--- config.mk ---
export PLATFORM = sky130hd
export DESIGN_NAME = ir_nec_rx
export DESIGN_NICKNAME = d
export VERILOG_FILES = /design/src/rtl/ir_nec_rx.sv
export SDC_FILE = /design/constraint.sdc
export NUM_CORES = 1
export LEC_CHECK = 0
export CAP_MARGIN = 20
export CORE_AREA = 3 3 80 158
export DETAILED_ROUTE_END_ITERATION = 7
export DIE_AREA = 0 0 83 161
export GPL_TIMING_DRIVEN = 0
export PLACE_DENSITY_LB_ADDON = 0.05
export SYNTH_ARGS = -nofsm -noshare
export SYNTH_HDL_FRONTEND = slang
export SYNTH_SLANG_ARGS = --single-unit
export TNS_END_PERCENT = 30
--- constraint.sdc ---
create_clock -name clk -period 3.5 [get_ports clk]
set_input_delay 0.7 -clock clk [delete_from_list [all_inputs] [get_ports clk]]
set_output_delay 0.7 -clock clk [all_outputs]
set_load 0.03 [all_outputs]
--- src/rtl/ir_nec_rx.sv ---
// rtl/ir_nec_rx.sv - NEC infrared frame receiver (address/command decode, repeat codes, timeouts)
//
// Parameters:
//   DIV_LOG2        tick = clk / 2^DIV_LOG2; all pulse lengths are measured in ticks
//   CNT_W           width of the saturating pulse-length counter
//   LEAD_MARK_MIN   minimum leader mark
//   LEAD_SPACE_MIN  leader space at or above this starts a data frame
//   REP_SPACE_MIN   leader space in [REP_SPACE_MIN, LEAD_SPACE_MIN) is a repeat code
//   BIT_MARK_MAX    longest acceptable bit/stop mark
//   BIT1_MIN        bit space at or above this decodes as a one
//   MAX_PULSE       any mark or space reaching this length aborts the frame
//
// Ports:
//   clk           system clock
//   rst_n         asynchronous active-low reset
//   ir_in         raw demodulated IR line, asynchronous, idle high, mark low
//   cmd_valid     one-clk strobe, valid frame decoded
//   cmd_addr      last valid address
//   cmd_code      last valid command
//   repeat_pulse  one-clk strobe, valid repeat code after a good frame
//   frame_err     one-clk strobe, malformed or aborted frame
//   busy          decoder is not idle
//
// Build option: define IR_EXT_ADDR_EN for extended NEC (16-bit address,
// no address inverse check). Without it both inverse checks apply.

module ir_nec_rx #(
    parameter int DIV_LOG2       = 11,
    parameter int CNT_W          = 10,
    parameter int LEAD_MARK_MIN  = 300,
    parameter int LEAD_SPACE_MIN = 140,
    parameter int REP_SPACE_MIN  = 70,
    parameter int BIT_MARK_MAX   = 40,
    parameter int BIT1_MIN       = 44,
    parameter int MAX_PULSE      = 400
) (
    input  logic        clk,
    input  logic        rst_n,
    input  logic        ir_in,
    output logic        cmd_valid,
    output logic [15:0] cmd_addr,
    output logic [7:0]  cmd_code,
    output logic        repeat_pulse,
    output logic        frame_err,
    output logic        busy
);

    typedef enum logic [2:0] {
        S_IDLE,
        S_LEAD_MARK,
        S_LEAD_SPACE,
        S_BIT_MARK,
        S_BIT_SPACE,
        S_REP_STOP
    } state_t;

    localparam logic [CNT_W-1:0] LEAD_MARK_C  = CNT_W'(LEAD_MARK_MIN);
    localparam logic [CNT_W-1:0] LEAD_SPACE_C = CNT_W'(LEAD_SPACE_MIN);
    localparam logic [CNT_W-1:0] REP_SPACE_C  = CNT_W'(REP_SPACE_MIN);
    localparam logic [CNT_W-1:0] BIT_MARK_C   = CNT_W'(BIT_MARK_MAX);
    localparam logic [CNT_W-1:0] BIT1_C       = CNT_W'(BIT1_MIN);
    // Abort on the tick that would carry len up to MAX_PULSE.
    localparam logic [CNT_W-1:0] TIMEOUT_C    = CNT_W'(MAX_PULSE - 1);
    localparam logic [CNT_W-1:0] LEN_SAT      = '1;
    localparam logic [CNT_W-1:0] LEN_ONE      = CNT_W'(1);

    // Input conditioning and tick-rate sampling
    logic                sync1;
    logic                sync2;
    logic [DIV_LOG2-1:0] pre;
    logic                tick;
    logic                cur;
    logic                fall;
    logic                rise;
    logic                timeout;
    logic [CNT_W-1:0]    len;

    assign tick = &pre;
    // cur holds the previous tick's sample; the incoming sample is sync2, so
    // edges are recognised (and acted on) in the very tick that captures them.
    assign fall    = tick &  cur & ~sync2;
    assign rise    = tick & ~cur &  sync2;
    assign timeout = tick & ~(fall | rise) & (len >= TIMEOUT_C);

    always_ff @(posedge clk or negedge rst_n) begin
        if (!rst_n) begin
            sync1 <= 1'b1;
            sync2 <= 1'b1;
            pre   <= '0;
            cur   <= 1'b1;
            len   <= '0;
        end else begin
            sync1 <= ir_in;
            sync2 <= sync1;
            pre   <= pre + 1'b1;
            if (tick) begin
                cur <= sync2;
                if (fall || rise) begin
                    len <= LEN_ONE;
                end else if (len != LEN_SAT) begin
                    len <= len + 1'b1;
                end
            end
        end
    end

    // Decoder FSM
    state_t      state;
    state_t      state_n;
    logic [4:0]  idx;
    logic [4:0]  idx_n;
    logic [31:0] sr;
    logic [31:0] sr_n;
    logic [31:0] sr_shift;
    logic        have_last;
    logic        have_last_n;
    logic        valid_n;
    logic        rep_n;
    logic        err_n;
    logic [15:0] addr_n;
    logic [15:0] frame_addr;
    logic [7:0]  code_n;
    logic        ok_addr;
    logic        ok_cmd;

    always_comb begin
        // Bit value is taken from the space length measured at the closing fall.
        sr_shift = {(len >= BIT1_C), sr[31:1]};
        ok_cmd   = (sr_shift[31:24] == ~sr_shift[23:16]);
`ifdef IR_EXT_ADDR_EN
        ok_addr    = 1'b1;
        frame_addr = sr_shift[15:0];
`else
        ok_addr    = (sr_shift[15:8] == ~sr_shift[7:0]);
        frame_addr = {8'h00, sr_shift[7:0]};
`endif
    end

    always_comb begin
        state_n     = state;
        idx_n       = idx;
        sr_n        = sr;
        have_last_n = have_last;
        addr_n      = cmd_addr;
        code_n      = cmd_code;
        valid_n     = 1'b0;
        rep_n       = 1'b0;
        err_n       = 1'b0;

        case (state)
            S_IDLE: begin
                if (fall) begin
                    state_n = S_LEAD_MARK;
                end
            end
            S_LEAD_MARK: begin
                // A short mark is treated as noise and dropped without an error.
                if (rise) begin
                    state_n = (len >= LEAD_MARK_C) ? S_LEAD_SPACE : S_IDLE;
                end
            end
            S_LEAD_SPACE: begin
                if (fall) begin
                    if (len >= LEAD_SPACE_C) begin
                        state_n = S_BIT_MARK;
                        idx_n   = 5'd0;
                    end else if (len >= REP_SPACE_C) begin
                        state_n = S_REP_STOP;
                    end else begin
                        state_n = S_IDLE;
                        err_n   = 1'b1;
                    end
                end
            end
            S_BIT_MARK: begin
                if (rise) begin
                    if (len <= BIT_MARK_C) begin
                        state_n = S_BIT_SPACE;
                    end else begin
                        state_n = S_IDLE;
                        err_n   = 1'b1;
                    end
                end
            end
            S_BIT_SPACE: begin
                if (fall) begin
                    sr_n = sr_shift;
                    if (idx != 5'd31) begin
                        state_n = S_BIT_MARK;
                        idx_n   = idx + 5'd1;
                    end else begin
                        // The fall that closes bit 31 is the start of the stop
                        // mark; its rise arrives in IDLE and is ignored there.
                        state_n = S_IDLE;
                        if (ok_cmd && ok_addr) begin
                            valid_n     = 1'b1;
                            addr_n      = frame_addr;
                            code_n      = sr_shift[23:16];
                            have_last_n = 1'b1;
                        end else begin
                            err_n       = 1'b1;
                            have_last_n = 1'b0;
                        end
                    end
                end
            end
            S_REP_STOP: begin
                if (rise) begin
                    state_n = S_IDLE;
                    if (len <= BIT_MARK_C && have_last) begin
                        rep_n = 1'b1;
                    end else begin
                        err_n = 1'b1;
                    end
                end
            end
            default: begin
                state_n = S_IDLE;
            end
        endcase

        // The timeout only fires on ticks without an edge, so it never
        // competes with a decision taken above.
        if (state != S_IDLE && timeout) begin
            state_n = S_IDLE;
            err_n   = 1'b1;
        end
    end

    always_ff @(posedge clk or negedge rst_n) begin
        if (!rst_n) begin
            state        <= S_IDLE;
            idx          <= 5'd0;
            sr           <= 32'h0;
            have_last    <= 1'b0;
            cmd_valid    <= 1'b0;
            repeat_pulse <= 1'b0;
            frame_err    <= 1'b0;
            cmd_addr     <= 16'h0000;
            cmd_code     <= 8'h00;
        end else begin
            state        <= state_n;
            idx          <= idx_n;
            sr           <= sr_n;
            have_last    <= have_last_n;
            cmd_valid    <= valid_n;
            repeat_pulse <= rep_n;
            frame_err    <= err_n;
            cmd_addr     <= addr_n;
            cmd_code     <= code_n;
        end
    end

    assign busy = (state != S_IDLE);

endmodule

==> results.sh, run 1 <==
export IMPL_core_region_area_mm2=0.0116
export IMPL_first_global_vias=2903
export IMPL_max_slew_worst_pin_slew_ps=871
export IMPL_wire_per_inst_um=16.2
export IMPL_ys_ff_latch=83
export IMPL_required_ps=3720
export IMPL_run_status="finished clean"
export IMPL_post_route_util_pct=41.4
export IMPL_overflow=0
export IMPL_cts_repair_resized=0
export IMPL_via_per_inst=5.04
export IMPL_drv_cap=0
export IMPL_syn_mean_instance_area_um2=11.5
export IMPL_design_die_area_mm2=0.0134
export IMPL_pwr_share_clk_pct=50.9
export IMPL_power_density_mw_per_mm2=426
export IMPL_latest_clock_arrival_within_the_worst_skew_pair_ps=340
export IMPL_synth_warnings=0
export IMPL_io_buffers=22
export IMPL_total_switching_power_mw=0.431
export IMPL_leading_cell_type_by_number_of_instances_after_synthesis="sky130_fd_sc_hd__dfrtp_1"
export IMPL_min_path_type="in -> async"
export IMPL_tritoncts_clock_tree="yes"
export IMPL_max_freq_mhz=347
export IMPL_worst_ep_arrival_time_ps=3100
export IMPL_dieWidth_um=83
export IMPL_post_synth_edffs=0
export IMPL_finalWorstPathRequiredPeriod_ps=2880
export IMPL_antenna_cells=0
export IMPL_area_growth_synth_to_final_pct=19.3
export IMPL_synthDominantCellAreaShare_pct=49.6
export IMPL_grt_first_pass_wirelength_um=14900
export IMPL_synth_seq_area_share_pct=51.5
export IMPL_top_level_ports=31
export IMPL_drt_drc_violations_left=0
export IMPL_placement_cell_area_mm2=0.00449
export IMPL_setup_worst_path_class="reg -> reg"
export IMPL_grt_max_degree=47
export IMPL_clock_path_buffers=2
export IMPL_timing_critical_path_from_type="flip-flop"
export IMPL_number_of_instances_in_the_synthesized_netlist=352
export IMPL_placement_rows=56
export IMPL_max_vdd_ir_drop_uv=251
export IMPL_initial_utilization_pct=34.7
export IMPL_route_antenna_remaining_nets=0
export IMPL_clock_sink_count=83
export IMPL_synth_async_sr_flop_share_pct=100
export IMPL_hpwlAfterDp_um=6400
export IMPL_route_final_wire_length_um=8790
export IMPL_layout_cell_area_non_filler_mm2=0.00482
export IMPL_fin_hold_ws_ps=336
export IMPL_drtIter0Drc=108
export IMPL_clock_tree_htree_level_count=3
export IMPL_die_h_um=161
export IMPL_netlist_cell_type_count=56
export IMPL_cellInternalPower_mw=1.62
export IMPL_worst_slew_margin_rel_pct=40.5
export IMPL_layout_drive_gt1_share_pct=21.1
export IMPL_leakagePower_nw=2.11
export IMPL_grtUsageTotal_pct=14.1
export IMPL_power_share_sequential_pct=46.9
export IMPL_comb_power_share_pct=2.2
export IMPL_yosys_top_cells_area="sky130_fd_sc_hd__dfrtp_1 50%, sky130_fd_sc_hd__mux2_2 11%, sky130_fd_sc_hd__xnor2_1 4.6%"
export IMPL_setup_viol=0
export IMPL_post_cts_buffers=0
export IMPL_place_worst_setup_slack_ps=561
export IMPL_num_nets_final=401
export IMPL_timing_hold_violations_final=0
export IMPL_clock_root_buffer="sky130_fd_sc_hd__clkbuf_16"
export IMPL_synth_top_cells_by_count="80 x sky130_fd_sc_hd__dfrtp_1, 39 x sky130_fd_sc_hd__mux2_2, 22 x sky130_fd_sc_hd__nand2_1"
export IMPL_worst_clock_skew_ps=6.12
export IMPL_hold_buffers=0
export IMPL_synth_ff_type="sky130_fd_sc_hd__dfrtp_1"
export IMPL_clk_transition_reported_paths_ps=60
export IMPL_count_of_vias_placed_by_the_detailed_router=2739
export IMPL_worstSetupEndpointType="flip-flop"
export IMPL_post_synth_top_area_cell="sky130_fd_sc_hd__dfrtp_1"
export IMPL_finalWeightedCongestion=0.776
export IMPL_maxSlewViolCount=0
export IMPL_min_period_over_period_pct=82.3
export IMPL_critical_path_max_fanout=10
export IMPL_antenna_found_initial=0
export IMPL_cts_buffer_count=9
export IMPL_timing_final_ws_setup_ps=619
export IMPL_grt_setup_unrepaired="false"
export IMPL_drt_first_pass_iters=4
export IMPL_netSwitchingFraction_pct=21.0
export IMPL_mappedNetlistArea_mm2=0.00404
[layout by cell type, fill, tap and decap left out, drive strengths merged, types with 6 or more instances in the layout]
cell type | synthesis | final
o21ai | 15 | 15
dfrtp | 80 | 80
nand2 | 22 | 22
buf | 11 | 13
nor3 | 7 | 7
xnor2 | 21 | 21
o211ai | 6 | 6
clkbuf | 13 | 24
nor4 | 11 | 11
a21oi | 10 | 10
nand2b | 6 | 6
inv | 8 | 9
nor2 | 16 | 16
or3 | 6 | 6
mux2 | 48 | 48
xor2 | 8 | 8
nand3 | 13 | 13
conb | 1 | 8
clkdlybuf4s50 | 0 | 21
[final timing paths]
kind                               endpoint  cells after the start   start  slack (ps)
worst max-delay path            cmd_code[5]                      8  len[9]         620
worst min-delay path                 pre[8]                      1   rst_n         340
worst max register to register  cmd_code[5]                      8  len[9]         620
worst min register to register        sync2                      0   sync1         360
max in group asynchronous            sr[26]                      2   rst_n        2540
min in group clk                      sync2                      0   sync1         360
[logic make-up (layout without fill, tap and decap cells)]
family | Yosys count | after routing | share of synthesized area (%)
buffers and inverters | 32 | 71 | 3.97
DFF | 83 | 83 | 51.5
xor gates and xnor gates | 29 | 29 | 6.29
adders and majority gates | 5 | 5 | 1.55
AOI/OAI and AO/OA | 50 | 50 | 8.00
and+or+nand+nor | 104 | 104 | 14.5
other | 1 | 8 | 0.0929
muxes | 48 | 48 | 14.0
[power groups by stage]
stage          logic, mW  clock network, mW  registers, mW
6_report          0.0450               1.05          0.963
5_1_grt           0.0511               1.12          0.962
4_1_cts           0.0470               1.09          0.962
3_5_place_dp      0.0471                  0          0.981
3_3_place_gp      0.0431                  0          0.981
2_1_floorplan     0.0198                  0          0.980
[flip-flops by register name (all words and copies together) (netlist names)]
name and cells:
sr 31, pre 11, len 10, cmd_addr 8, cmd_code 8, idx 5, state 3, cmd_valid 1
cur 1, frame_err 1, have_last 1, repeat_pulse 1, sync1 1, sync2 1
[layer usage]
metal  GRT usage [%]  up-vias  wire [um]
li1                -     1326          -
met3            2.50       17        204
met1            15.0     1352       3360
met4            6.62        0        249
met2            26.6       44       4980
met5               0        -          0
[worst max-delay path: stages (launching register included)]
cell and delay, ps:
sky130_fd_sc_hd__dfrtp_1 360, sky130_fd_sc_hd__clkbuf_1 180, sky130_fd_sc_hd__nor4_1 530, sky130_fd_sc_hd__a21boi_0 410, sky130_fd_sc_hd__xor2_1 180, sky130_fd_sc_hd__or3_1 390, sky130_fd_sc_hd__buf_2 200, sky130_fd_sc_hd__buf_6 190
sky130_fd_sc_hd__mux2_1 310
[cell type report]
cell class,count,area [um^2]
clock inverters,5,85.1
flip-flops and latches,83,2080
clock buffers,11,243
plain buffers,24,130
fillers,1172,6810
inverters,8,30.0
well taps,145,181
multi-input cells,244,1820
repair buffers,23,245
[through the flow]
step                power, mW  TNS, ps  std cells
floorplan                1.00        0        359
global placement         1.02  -125250        526
detailed placement       1.03        0        527
CTS                      2.10        0        543
global route             2.13        0        543
finish                   2.05        0        543
Note: power is estimated with default switching activity, not from simulation.
==> inputs of run 2 (changes only) <==
Clock period 3.5 ns to 2.57 ns, I/O delays scaled along.
==> run 2 against run 1 <==
Utilization grew 1.0 points; sequential power grew 36%; non-clock buffer count grew 6; die area is the same; final area grew 2.5%; register-to-register slack lost 460 ps; combinational power grew 37%; clock power grew 35%; first-iteration DRC count grew 10%; routed wire length grew 0.74%; worst setup slack lost 570 ps; critical path type is now reg -> out.
==> results.sh, run 2 (same netlist as run 1, synthesis figures left out) <==
export IMPL_run_status="finished clean"
export IMPL_critical_path_reg2reg_startpoint="len[8]"
export IMPL_overflow=0
export IMPL_grt_first_pass_wirelength_um=15100
export IMPL_power_density_mw_per_mm2=566
export IMPL_worst_ep_arrival_time_ps=2000
export IMPL_io_buffers=22
export IMPL_min_period_over_period_pct=98.0
export IMPL_worst_setup_path_startpoint="state[0]"
export IMPL_clock_root_buffer="sky130_fd_sc_hd__clkbuf_16"
export IMPL_drt_drc_violations_left=0
export IMPL_design_die_area_mm2=0.0134
export IMPL_setup_viol=0
export IMPL_clock_sink_count=83
export IMPL_num_nets_final=407
export IMPL_clock_path_buffers=2
export IMPL_finalWeightedCongestion=0.776
export IMPL_grt_setup_unrepaired="false"
export IMPL_ff2ff_setup_slack_ps=160
export IMPL_dp_cells=527
export IMPL_worst_clock_skew_ps=5.75
export IMPL_antenna_found_initial=0
export IMPL_leakagePower_nw=2.19
export IMPL_clk_transition_reported_paths_ps=60
export IMPL_grtUsageTotal_pct=14.3
export IMPL_core_region_area_mm2=0.0116
export IMPL_timing_hold_violations_final=0
export IMPL_post_route_util_pct=42.4
export IMPL_required_ps=2060
export IMPL_drv_cap=0
export IMPL_timing_critical_path_from_type="flip-flop"
export IMPL_cts_buffer_count=9
export IMPL_mostFrequentLayoutCells="80 x sky130_fd_sc_hd__dfrtp_1, 39 x sky130_fd_sc_hd__mux2_2, 22 x sky130_fd_sc_hd__nand2_1, 21 x sky130_fd_sc_hd__xnor2_1, 21 x sky130_fd_sc_hd__clkdlybuf4s50_1"
export IMPL_hold_buffers=0
export IMPL_max_vdd_ir_drop_uv=342
export IMPL_max_slew_worst_pin_slew_ps=862
export IMPL_grt_max_degree=47
export IMPL_leading_cell_type_in_the_layout_fill_and_taps_excluded="sky130_fd_sc_hd__dfrtp_1"
export IMPL_largest_register_ffs=31
export IMPL_latest_clock_arrival_within_the_worst_skew_pair_ps=340
export IMPL_top_level_ports=31
export IMPL_setup_worst_path_class="reg -> out"
export IMPL_via_per_inst=5.05
export IMPL_worstSetupEndpointType="output pin"
export IMPL_min_path_type="in -> async"
export IMPL_wire_per_inst_um=16.1
export IMPL_max_freq_mhz=397
export IMPL_tritoncts_clock_tree="yes"
export IMPL_placement_rows=56
export IMPL_die_h_um=161
export IMPL_area_growth_synth_to_final_pct=22.3
export IMPL_fill_cell_count=1164
export IMPL_first_global_vias=2936
export IMPL_worst_slew_margin_rel_pct=41.0
export IMPL_antenna_cells=0
export IMPL_reg_top3="sr (31), pre (11), len (10)"
export IMPL_route_final_wire_length_um=8860
export IMPL_worst_r2r_endpoint="cmd_code[5]"
export IMPL_route_antenna_remaining_nets=0
export IMPL_critical_path_max_fanout=10
export IMPL_drt_first_pass_iters=4
export IMPL_dieWidth_um=83
export IMPL_finalWorstPathRequiredPeriod_ps=2520
export IMPL_count_of_vias_placed_by_the_detailed_router=2770
export IMPL_maxSlewViolCount=0
export IMPL_finish_cell_count_without_fillers=549
export IMPL_regMostFlops="sr"
export IMPL_drtIter0Drc=119
export IMPL_r2r_cells=8
export IMPL_clock_tree_htree_level_count=3
export IMPL_initial_utilization_pct=34.7
export IMPL_power_total_mw=2.80
export IMPL_hpwlAfterDp_um=6400
export IMPL_layout_drive_gt1_share_pct=24.0
export IMPL_totalNegativeSetupSlack_ps=0
run 2: changes by cell type in the layout (fill, tap and decap cells not counted), sizes merged:
cell / delta
buf: +7
clkbuf: -1
run 2: power breakdown:
| group | leakage, nW | internal [mW] | switching, mW |
|---|---|---|---|
| sequential | 1.14 | 1.31 | 0.00187 |
| clock | 0.156 | 0.884 | 0.540 |
| combinational | 0.898 | 0.0162 | 0.0453 |
run 2: stage by stage:
stage	hold slack [ps]	cell area, um^2	worst slack (ps)
after floorplan	218	4060	103
after global placement	347	4470	-2300
after detailed placement	349	4490	-369
after CTS	165	4880	-0.00688
after global routing	184	4940	4.72
final	148	4940	51.1
run 2: critical path, cell delays in order, from the launching register on:
cell and delay [ps]:
sky130_fd_sc_hd__dfrtp_1 380, sky130_fd_sc_hd__clkbuf_1 210, sky130_fd_sc_hd__or3_1 460, sky130_fd_sc_hd__clkdlybuf4s50_1 620
run 2: area by class of cell:
class / count / area [um^2] / area share [%]
buffer: 23 / 129 / 2.61
clock buffer: 11 / 243 / 4.92
inverter: 8 / 30.0 / 0.608
clock inverter: 5 / 85.1 / 1.72
timing repair buffer: 30 / 298 / 6.03
tap: 145 / 181 / 3.67
multi-input combinational: 244 / 1890 / 38.3
sequential: 83 / 2080 / 42.1
run 2: worst max path at each step:
stage,endpoint,slack [ps],cells past startpoint
2_1_floorplan,cmd_code[5],100,8
3_3_place_gp,cmd_code[3],-2300,1
3_5_place_dp,cmd_code[5],-370,8
4_1_cts,cmd_code[5],-0.007,8
5_1_grt,busy,5,3
6_report,busy,50,3
run 2: what timing repair did:
action	in CTS	in global routing
endpoints found under the setup margin	25	45
pin swaps	1	3
gates cloned	0	0
buffers inserted	1	6
gates resized for setup	10	3
run 2: layer usage:
layer,share of wire [%],up-vias,global-route usage [%]
li1,-,1337,-
met5,0,-,0
met4,2.6,0,6.62
met3,2.6,15,2.50
met1,38,1368,15.1
met2,57,50,26.9
